**src/rtl/reg_transfer_arbiter_if.sv**
```systemverilog
// Bus-side signal bundle for the register transfer arbiter.
// Handshake: req is a level request that the arbiter samples only while idle;
// the winner's grant bit stays high until the transfer leaves DONE. A
// requester may drop req at any point after its grant rises without
// aborting the transfer, and a req still held when the arbiter returns to
// idle is arbitrated again.
interface reg_transfer_arbiter_if #(
   parameter int NrOfRegs       = 8,
   parameter int NrOfRequesters = 4,
   parameter int AddrBits       = 3
);
   logic [NrOfRequesters-1:0]          req;
   logic [NrOfRequesters*AddrBits-1:0] src_sel;
   logic [NrOfRequesters*AddrBits-1:0] dst_sel;
   logic [NrOfRequesters-1:0]          grant;
   logic                               busy;
   logic                               done;
   logic                               err;
   logic [NrOfRegs-1:0]                reg_oe_n;
   logic [NrOfRegs-1:0]                reg_load;

   modport master (
      output req, src_sel, dst_sel,
      input  grant, busy, done, err, reg_oe_n, reg_load
   );

   modport slave (
      input  req, src_sel, dst_sel,
      output grant, busy, done, err, reg_oe_n, reg_load
   );
endinterface

```
**src/rtl/reg_transfer_arbiter.sv**
```systemverilog
// Round-robin arbiter and sequencer for register-to-register moves over the
// shared tristate data bus. A transfer is: drive the source onto the bus for
// one tick so it settles, keep driving while the destination loads, then
// report completion. At most one register ever drives the bus.
module reg_transfer_arbiter #(
   parameter int NrOfRegs       = 8,
   parameter int NrOfRequesters = 4,
   parameter int AddrBits       = 3
) (
   input  logic                  Clock,
   input  logic                  Reset,
   input  logic                  Tick,
   reg_transfer_arbiter_if.slave bus,
   output logic [1:0]            state_dbg
);
   typedef enum logic [1:0] {
      ST_IDLE  = 2'd0,
      ST_DRIVE = 2'd1,
      ST_LOAD  = 2'd2,
      ST_DONE  = 2'd3
   } state_t;

   localparam int PtrBits = (NrOfRequesters > 1) ? $clog2(NrOfRequesters) : 1;
   localparam int SelSpan = 1 << AddrBits;

   // Bit i is set when register index i exists on the bus.
   function automatic logic [SelSpan-1:0] in_range_mask();
      logic [SelSpan-1:0] m;
      m = '0;
      for (int i = 0; i < SelSpan; i++) m[i] = (i < NrOfRegs);
      return m;
   endfunction

   localparam logic [SelSpan-1:0] InRange = in_range_mask();

   state_t                    state;
   state_t                    state_nx;
   logic [PtrBits-1:0]        ptr;
   logic [NrOfRequesters-1:0] grant_q;
   logic [AddrBits-1:0]       src_q;
   logic [AddrBits-1:0]       dst_q;

   logic                      win_found;
   logic [PtrBits-1:0]        win_idx;
   logic [PtrBits-1:0]        cand_idx;
   int                        cand;
   logic [AddrBits-1:0]       win_src;
   logic [AddrBits-1:0]       win_dst;

   logic                      range_err;
   logic                      xfer_ok;
   logic [NrOfRegs-1:0]       oe_n_d;
   logic [NrOfRegs-1:0]       load_d;

   // Round-robin search starting one past the last winner, plus the winner's selects.
   always_comb begin
      win_found = 1'b0;
      win_idx   = '0;
      cand      = 0;
      cand_idx  = '0;
      win_src   = '0;
      win_dst   = '0;
      for (int k = 1; k <= NrOfRequesters; k++) begin
         cand = int'(ptr) + k;
         if (cand >= NrOfRequesters) cand = cand - NrOfRequesters;
         cand_idx = PtrBits'(cand);
         if (!win_found && bus.req[cand_idx]) begin
            win_found = 1'b1;
            win_idx   = cand_idx;
         end
      end
      for (int i = 0; i < NrOfRequesters; i++) begin
         if (win_idx == PtrBits'(i)) begin
            win_src = bus.src_sel[i*AddrBits +: AddrBits];
            win_dst = bus.dst_sel[i*AddrBits +: AddrBits];
         end
      end
   end

   // A transfer touches the bus only when both indices exist and differ.
   assign range_err = !(InRange[src_q] && InRange[dst_q]);
   assign xfer_ok   = !range_err && (src_q != dst_q);

   // State register; advances only on ticked edges.
   always_ff @(posedge Clock or posedge Reset) begin
      if (Reset) state <= ST_IDLE;
      else if (Tick) state <= state_nx;
   end

   // Arbitration results: pointer, grant and latched indices.
   always_ff @(posedge Clock or posedge Reset) begin
      if (Reset) begin
         ptr     <= PtrBits'(NrOfRequesters - 1);
         grant_q <= '0;
         src_q   <= '0;
         dst_q   <= '0;
      end else if (Tick) begin
         if (state == ST_IDLE && win_found) begin
            ptr     <= win_idx;
            grant_q <= NrOfRequesters'(1) << win_idx;
            src_q   <= win_src;
            dst_q   <= win_dst;
         end else if (state == ST_DONE) begin
            grant_q <= '0;
         end
      end
   end

   // Next state and bus-control decode from registered state and latched indices.
   always_comb begin
      state_nx = state;
      oe_n_d   = '1;
      load_d   = '0;
      unique case (state)
         ST_IDLE:  if (win_found) state_nx = ST_DRIVE;
         ST_DRIVE: state_nx = xfer_ok ? ST_LOAD : ST_DONE;
         ST_LOAD:  state_nx = ST_DONE;
         ST_DONE:  state_nx = ST_IDLE;
      endcase
      for (int r = 0; r < NrOfRegs; r++) begin
         if ((state == ST_DRIVE || state == ST_LOAD) && xfer_ok && src_q == AddrBits'(r))
            oe_n_d[r] = 1'b0;
         if (state == ST_LOAD && xfer_ok && dst_q == AddrBits'(r))
            load_d[r] = 1'b1;
      end
   end

   assign bus.grant    = grant_q;
   assign bus.busy     = (state != ST_IDLE);
   assign bus.done     = (state == ST_DONE);
   assign bus.err      = (state == ST_DONE) && range_err;
   assign bus.reg_oe_n = oe_n_d;
   assign bus.reg_load = load_d;
   assign state_dbg    = state;
endmodule

```
**src/flat_wrapper.sv**
```systemverilog
// flat-port wrapper written by rule: the top's interface ports become plain ports
module reg_transfer_arbiter_flat 
#(
   parameter int NrOfRegs       = 8,
   parameter int NrOfRequesters = 4,
   parameter int AddrBits       = 3
)
  (Clock, Reset, Tick, state_dbg, bus_req, bus_src_sel, bus_dst_sel, bus_grant, bus_busy, bus_done, bus_err, bus_reg_oe_n, bus_reg_load);
  reg_transfer_arbiter_if #(.NrOfRegs(NrOfRegs), .NrOfRequesters(NrOfRequesters), .AddrBits(AddrBits)) bus_i ();
  input  logic Clock;
  input  logic Reset;
  input  logic Tick;
  output logic [1:0] state_dbg;
  input wire logic [$bits(bus_i.req)-1:0] bus_req;
  input wire logic [$bits(bus_i.src_sel)-1:0] bus_src_sel;
  input wire logic [$bits(bus_i.dst_sel)-1:0] bus_dst_sel;
  output wire logic [$bits(bus_i.grant)-1:0] bus_grant;
  output wire logic [$bits(bus_i.busy)-1:0] bus_busy;
  output wire logic [$bits(bus_i.done)-1:0] bus_done;
  output wire logic [$bits(bus_i.err)-1:0] bus_err;
  output wire logic [$bits(bus_i.reg_oe_n)-1:0] bus_reg_oe_n;
  output wire logic [$bits(bus_i.reg_load)-1:0] bus_reg_load;
  assign bus_i.req = bus_req;
  assign bus_i.src_sel = bus_src_sel;
  assign bus_i.dst_sel = bus_dst_sel;
  assign bus_grant = bus_i.grant;
  assign bus_busy = bus_i.busy;
  assign bus_done = bus_i.done;
  assign bus_err = bus_i.err;
  assign bus_reg_oe_n = bus_i.reg_oe_n;
  assign bus_reg_load = bus_i.reg_load;
  reg_transfer_arbiter #(.NrOfRegs(NrOfRegs), .NrOfRequesters(NrOfRequesters), .AddrBits(AddrBits)) u_core (.Clock(Clock), .Reset(Reset), .Tick(Tick), .bus(bus_i), .state_dbg(state_dbg));
endmodule
```
**config.mk**
```make
export PLATFORM = sky130hd
export DESIGN_NAME = reg_transfer_arbiter_flat
export DESIGN_NICKNAME = d
export VERILOG_FILES = /design/src/rtl/reg_transfer_arbiter_if.sv /design/src/rtl/reg_transfer_arbiter.sv /design/src/flat_wrapper.sv
export SDC_FILE = /design/constraint.sdc
export NUM_CORES = 1
export LEC_CHECK = 0
export BUFFER_PORTS_ARGS = -buffer_cell sky130_fd_sc_hd__buf_4
export CORE_AREA = 2 2 53 55
export DETAILED_ROUTE_END_ITERATION = 8
export DIE_AREA = 0 0 55 57
export MAX_ROUTING_LAYER = met4
export PLACE_DENSITY = 0.86
export SLEW_MARGIN = 5
export SYNTH_ARGS = -nofsm -noshare
export SYNTH_HDL_FRONTEND = slang
export SYNTH_SLANG_ARGS = --single-unit
```
**constraint.sdc**
```tcl
create_clock -name Clock -period 3.1 [get_ports Clock]
set_clock_uncertainty 0.05 [all_clocks]
set_input_delay 0.31 -clock Clock [delete_from_list [all_inputs] [get_ports Clock]]
set_output_delay 0.31 -clock Clock [all_outputs]
set_load 0.03 [all_outputs]
```
==> impl_metrics.ini, run 1 <==
[yosys]
synth_edf_count = 0
syn-cell-area_um2 = 1210
async_reset_ff_share_pct = 100
synth_fa_ha_area_share_pct = 4.13
yosys_warnings = 0
synth_compound_area_share_pct = 28.0
yosysTopAreaCell = dfrtp_1
yosysUniqueCellTypes = 44
synth.mux.area_fraction_pct = 1.65
netlist_instances = 159
syn_nets = 194
yosys.area_share.simple_pct = 28.1
ys_seq_elements = 14
synth_top_area_share_pct = 24.8
synth_top_family_by_area = simple AND/OR/NAND/NOR gates
avgSynthCellArea_um2 = 7.63
synth_xor_area_share_pct = 2.17
ys_seq_area_share_pct = 29.1
synth.area.top_cells = dfrtp_1 25%, a21oi_1 7.0%, nand2_1 6.8%
synth_ff_type = dfrtp_1

[critical_path]
required_ps = 3250
crit_path_end_kind = register
reg2reg_depth = 4
worstPathCellList = o21ai_0, a21oi_1, a221oi_1, o22ai_1
cp-start-kind = register
cp.arrival_ps = 2230
path_class = reg2reg
cp_slowest_cell = dfstp_2
critPathMaxStageDelay_ps = 700
crit_path_max_fanout = 14

[cts]
clk_pin_slew_ps = 90
clockBufferDepth = 2
clk_latency_ps = 290
cts_setup_buffers = 0
cts_tree = built
cts-buffers-inserted = 3
holdBufCountCts = 0
htreeDepth = 1
numClockSinks = 14
cts_resized = 0
cts_root_buffer = clkbuf_4

[final_layout]
num_antenna_cells = 0
fin_util_pct = 62.8
area_delta_synth_final_pct = 35.5
nets = 245
drive_gt1_share_pct = 34.0

[power]
cellPowerDensity_nw_per_um2 = 922
ir_drop_mv = 0.679
p_leak_nw = 0.786

[run]
cap_violations = 0

[global_routing]
grt_pass1_wl_um = 5150
antenna_found_initial = 0
gr-usage-all-layers_pct = 22.6
gr-total-overflow = 0
grt_pass1_vias = 1169
grt_max_degree = 17

[sta]
finalHoldViolCount = 0
fmaxAchievable_ghz = 0.482
setup_slack_ps = 1030
rsz0062_at_grt = no
drv_slew = 0
setup-violations-final = 0
tns_ps = 0
tightest_slew_ps = 866
slew_headroom_pct = 42.3
period_minus_slack_ps = 2070
finalCritPeriodShare_pct = 66.9

[routing]
wl_per_cell_um = 13.9
via_per_inst = 5.57
drt-pass1-iter-count = 4
totalWireLength_um = 3340
num_vias = 1336
drt-initial-drc-count = 36
detail-route-antenna-nets = 0
drc_errors = 0

[floorplan]
dieArea_um2 = 3140
core_area_um2 = 2620
die_x_um = 55
die_y_um = 57
placementRows = 19
start_util_pct = 46.4
pin_count = 56

[placed_design]
place_congestion = 0.985
place_hpwl_um = 2540
portBuffers = 54
dp_slack_ps = 1110

[outcome]
status = finished, final reports clean

[hold_path]
worst_hold_path_type = in2async
## state kept, by name, summed over array words and instances (netlist names)
register / count
u_core.bus.grant: 4
u_core.dst_q: 3
u_core.src_q: 3
u_core.ptr: 2
u_core.state_dbg: 2
## worst max-delay path, delay by kind of cell (launching register included)
| kind | cells | cell delay [ps] |
|---|---|---|
| flops | 1 | 700 |
| compound gates | 4 | 1230 |
## kinds of logic (layout without fill, tap and decap cells)
logic type,count (synthesis),after routing
AOI/OAI and AO/OA,48,48
xor gates and xnor gates,3,3
and+or+nand+nor,71,71
other,1,1
muxes,2,2
DFF,14,14
buffers and inverters,16,66
adders and majority gates,4,4
## layout make-up
| type | instances | area (um^2) |
|---|---|---|
| fill | 254 | 972 |
| multi-input combinational | 129 | 779 |
| timing repair buffer | 54 | 405 |
| sequential | 14 | 353 |
| tap | 31 | 38.8 |
| clock buffer | 4 | 36.3 |
| inverter | 8 | 30.0 |
## Yosys cell counts, drive strengths merged (3+ instances only)
cell    instances
nor2b           4
a2111o          4
dfrtp          12
a21oi          19
xnor2           3
buf             7
ha              4
inv             8
nor3            4
o21ai          12
nand2          23
nand3           9
nor2           20
## stage by stage
stage               area (um^2)  hold WS (ps)  total power [W]  std cells
finish                     1640          11.0          0.00151        240
global route               1640          58.4          0.00162        240
CTS                        1640          23.2          0.00151        240
detailed placement         1610           332          0.00137        236
global placement           1610           335          0.00136        236
floorplan                  1210           148          0.00110        159
## path summary, 6_finish.rpt
check                                      end  slack (ps)                start
setup / recovery               u_core.dst_q[0]        1030        u_core.ptr[1]
hold / removal                 u_core.dst_q[2]          10                Reset
setup reg to reg               u_core.dst_q[0]        1030        u_core.ptr[1]
hold reg to reg            u_core.bus.grant[0]         460  u_core.bus.grant[0]
max in group asynchronous        u_core.ptr[1]        2620                Reset
min in group Clock         u_core.state_dbg[0]         230                 Tick
## report_power, final
group / internal [W] / total, W / switching, W
combinational: 0.000387 / 0.000965 / 0.000578
sequential: 0.000279 / 0.000415 / 0.000136
clock: 0.0000716 / 0.000134 / 0.0000625
total: 0.000737 / 0.00151 / 0.000777
## layer usage
layer | vias to the layer above | wire length, um | track usage, %
met2 | 52 | 1550 | 33.2
met5 | - | 0 | -
li1 | 661 | - | -
met1 | 616 | 1510 | 31.6
met4 | 0 | 50 | 6.62
met3 | 7 | 233 | 4.45
## placed cells by master (no fill, tap or decap), drive strengths merged, types with 2 or more instances in the layout
master	count
buf	54
nand2	23
nor2	20
a21oi	19
dfrtp	12
o21ai	12
nand3	9
inv	8
nor3	4
nor2b	4
a2111o	4
ha	4
clkbuf	4
xnor2	3
and3	2
nand3b	2
mux2i	2
nand2b	2
dfstp	2
o211ai	2
a31o	2
No activity file was read; power rests on OpenSTA's default activity.
==> inputs of run 2 (changes only) <==
--- a/config.mk
+++ b/config.mk
@@ -6,11 +6,11 @@
 export NUM_CORES = 1
 export LEC_CHECK = 0
 export BUFFER_PORTS_ARGS = -buffer_cell sky130_fd_sc_hd__buf_4
-export CORE_AREA = 2 2 53 55
+export CORE_AREA = 2 2 55 57
 export DETAILED_ROUTE_END_ITERATION = 8
-export DIE_AREA = 0 0 55 57
+export DIE_AREA = 0 0 57 59
 export MAX_ROUTING_LAYER = met4
-export PLACE_DENSITY = 0.86
+export PLACE_DENSITY = 0.81
 export SLEW_MARGIN = 5
 export SYNTH_ARGS = -nofsm -noshare
 export SYNTH_HDL_FRONTEND = slang
==> constraint.sdc (replaced) <==
create_clock -name Clock -period 2.12 [get_ports Clock]
set_clock_uncertainty 0.05 [all_clocks]
set_input_delay 0.212 -clock Clock [delete_from_list [all_inputs] [get_ports Clock]]
set_output_delay 0.212 -clock Clock [all_outputs]
set_load 0.03 [all_outputs]
==> impl_metrics.ini, run 2 (synthesized netlist as in run 1, its figures left out) <==
[outcome]
status = finished, final reports clean

[global_routing]
gr-usage-all-layers_pct = 21.3
grt_pass1_vias = 1245
gr-total-overflow = 0
grt_max_degree = 17
antenna_found_initial = 0
grt_pass1_wl_um = 5440

[critical_path]
r2r_slack_ps = 190
cp_num_buf_inv = 2
required_ps = 1860
r2r_start = u_core.ptr[1]
critPathMaxStageDelay_ps = 440
crit_path_max_fanout = 6
cp-start-kind = register
cp.arrival_ps = 1690
crit_family = flip-flops
path_class = reg2out
cp_slowest_cell = dfrtp_1
r2r-end = u_core.dst_q[1]
worstPathCellList = inv_1, ha_1, nand2_1, nor2_1, nand3_1, buf_4
crit_path_end_kind = output port
reg2reg_depth = 5

[power]
cellPowerDensity_nw_per_um2 = 1330
power.total_w = 0.00220
p_leak_nw = 0.788
ir_drop_mv = 1.10

[cts]
cts_root_buffer = clkbuf_4
clockBufferDepth = 2
htreeDepth = 1
clk_pin_slew_ps = 90
cts_setup_buffers = 0
clk_latency_ps = 280
numClockSinks = 14
cts_tree = built
cts-buffers-inserted = 3

[floorplan]
placementRows = 19
pin_count = 56
die_x_um = 57
core_area_um2 = 2710
die_y_um = 59
dieArea_um2 = 3360
start_util_pct = 44.7

[sta]
finalHoldViolCount = 0
period_minus_slack_ps = 1950
finalCritPeriodShare_pct = 91.9
drv_slew = 0
tightest_slew_ps = 553
setup-violations-final = 0
rsz0062_at_grt = no
slew_headroom_pct = 63.1
tns_ps = 0
fmaxAchievable_ghz = 0.513

[routing]
num_vias = 1317
wl_per_cell_um = 14.0
via_per_inst = 5.44
detail-route-antenna-nets = 0
drc_errors = 0
drt-pass1-iter-count = 5
totalWireLength_um = 3390
drt-initial-drc-count = 38

[final_layout]
drive_gt1_share_pct = 34.1
largest_register_ff_count = 4
layout_common_cells = 55 x buf_4, 22 x nand2_1, 19 x nor2_1
multi_input_area_um2 = 783
area_delta_synth_final_pct = 36.4
filler_cell_count = 258
num_antenna_cells = 0
final_common_cell = buf_4
seq_area_um2 = 353
nets = 247

[hold_path]
hold_depth = 2
worstHoldEndpoint = u_core.state_dbg[0]
worst_hold_path_type = in2reg
hold_start = Tick

[run]
cap_violations = 0

[placed_design]
place_hpwl_um = 2620
portBuffers = 54
place_congestion = 0.856
## run 2: changes by cell type in the layout (fill, tap and decap cells not counted), sizes merged
cell         change
buf              +1
dlygate4sd3      +1
## run 2: how the worst max path moves through the flow
stage                   startpoint              end  depth (start not counted)  slack, ps
6_report       u_core.state_dbg[0]  bus_reg_oe_n[3]                          6        170
5_1_grt        u_core.state_dbg[0]  bus_reg_oe_n[3]                          6          6
4_1_cts              u_core.ptr[0]  u_core.dst_q[0]                          5        150
3_5_place_dp         u_core.ptr[0]  u_core.dst_q[0]                          5        180
3_3_place_gp         u_core.ptr[1]  u_core.dst_q[1]                          4        240
2_1_floorplan  u_core.state_dbg[0]  bus_reg_load[0]                          4        260
## run 2: cell type report
| class | count | share of cell area (%) |
|---|---|---|
| Clock buffer | 4 | 1.59 |
| Inverter | 8 | 1.82 |
| Multi-Input combinational cell | 129 | 47.4 |
| Tap cell | 31 | 2.34 |
| Sequential cell | 14 | 21.3 |
| Timing Repair Buffer | 56 | 25.6 |
## run 2: per-stage QoR
step	hold slack [ps]	utilization (%)	worst slack (ps)	area, um^2	std cells
global route	137	61.0	6.23	1650	242
CTS	134	60.9	149	1650	242
floorplan	49.8	-	262	1210	159
global placement	229	59.6	236	1610	237
finish	130	61.0	172	1650	242
detailed placement	245	59.6	177	1610	237
## run 2: timing repair
action                                 CTS  global route
hold buffers                             1             0
setup endpoints to repair                0             1
endpoints found under the hold margin   12             0
gates resized for setup                  0             1
## run 2: layer usage
| layer | vias to the layer above | wire (um) | track usage (%) |
|---|---|---|---|
| met1 | 606 | 1480 | 27.1 |
| met3 | 2 | 193 | 4.37 |
| met2 | 43 | 1690 | 34.3 |
| met5 | - | 0 | - |
| li1 | 666 | - | - |
| met4 | 0 | 19 | 6.31 |
## run 2: worst reg2reg max path, delay by kind of cell (launching register included)
kind,cells,cell delay [ps]
AND/OR/NAND/NOR,3,570
flip-flops,1,680
AO/OA/AOI/OAI,2,540
## run 2: where the power goes
group / leakage [nW] / internal, W / switching (W) / total (W)
Combinational: 0.607 / 0.000578 / 0.000854 / 0.00143
Clock: 0.0150 / 0.0000731 / 0.0000919 / 0.000165
Sequential: 0.166 / 0.000408 / 0.000199 / 0.000606
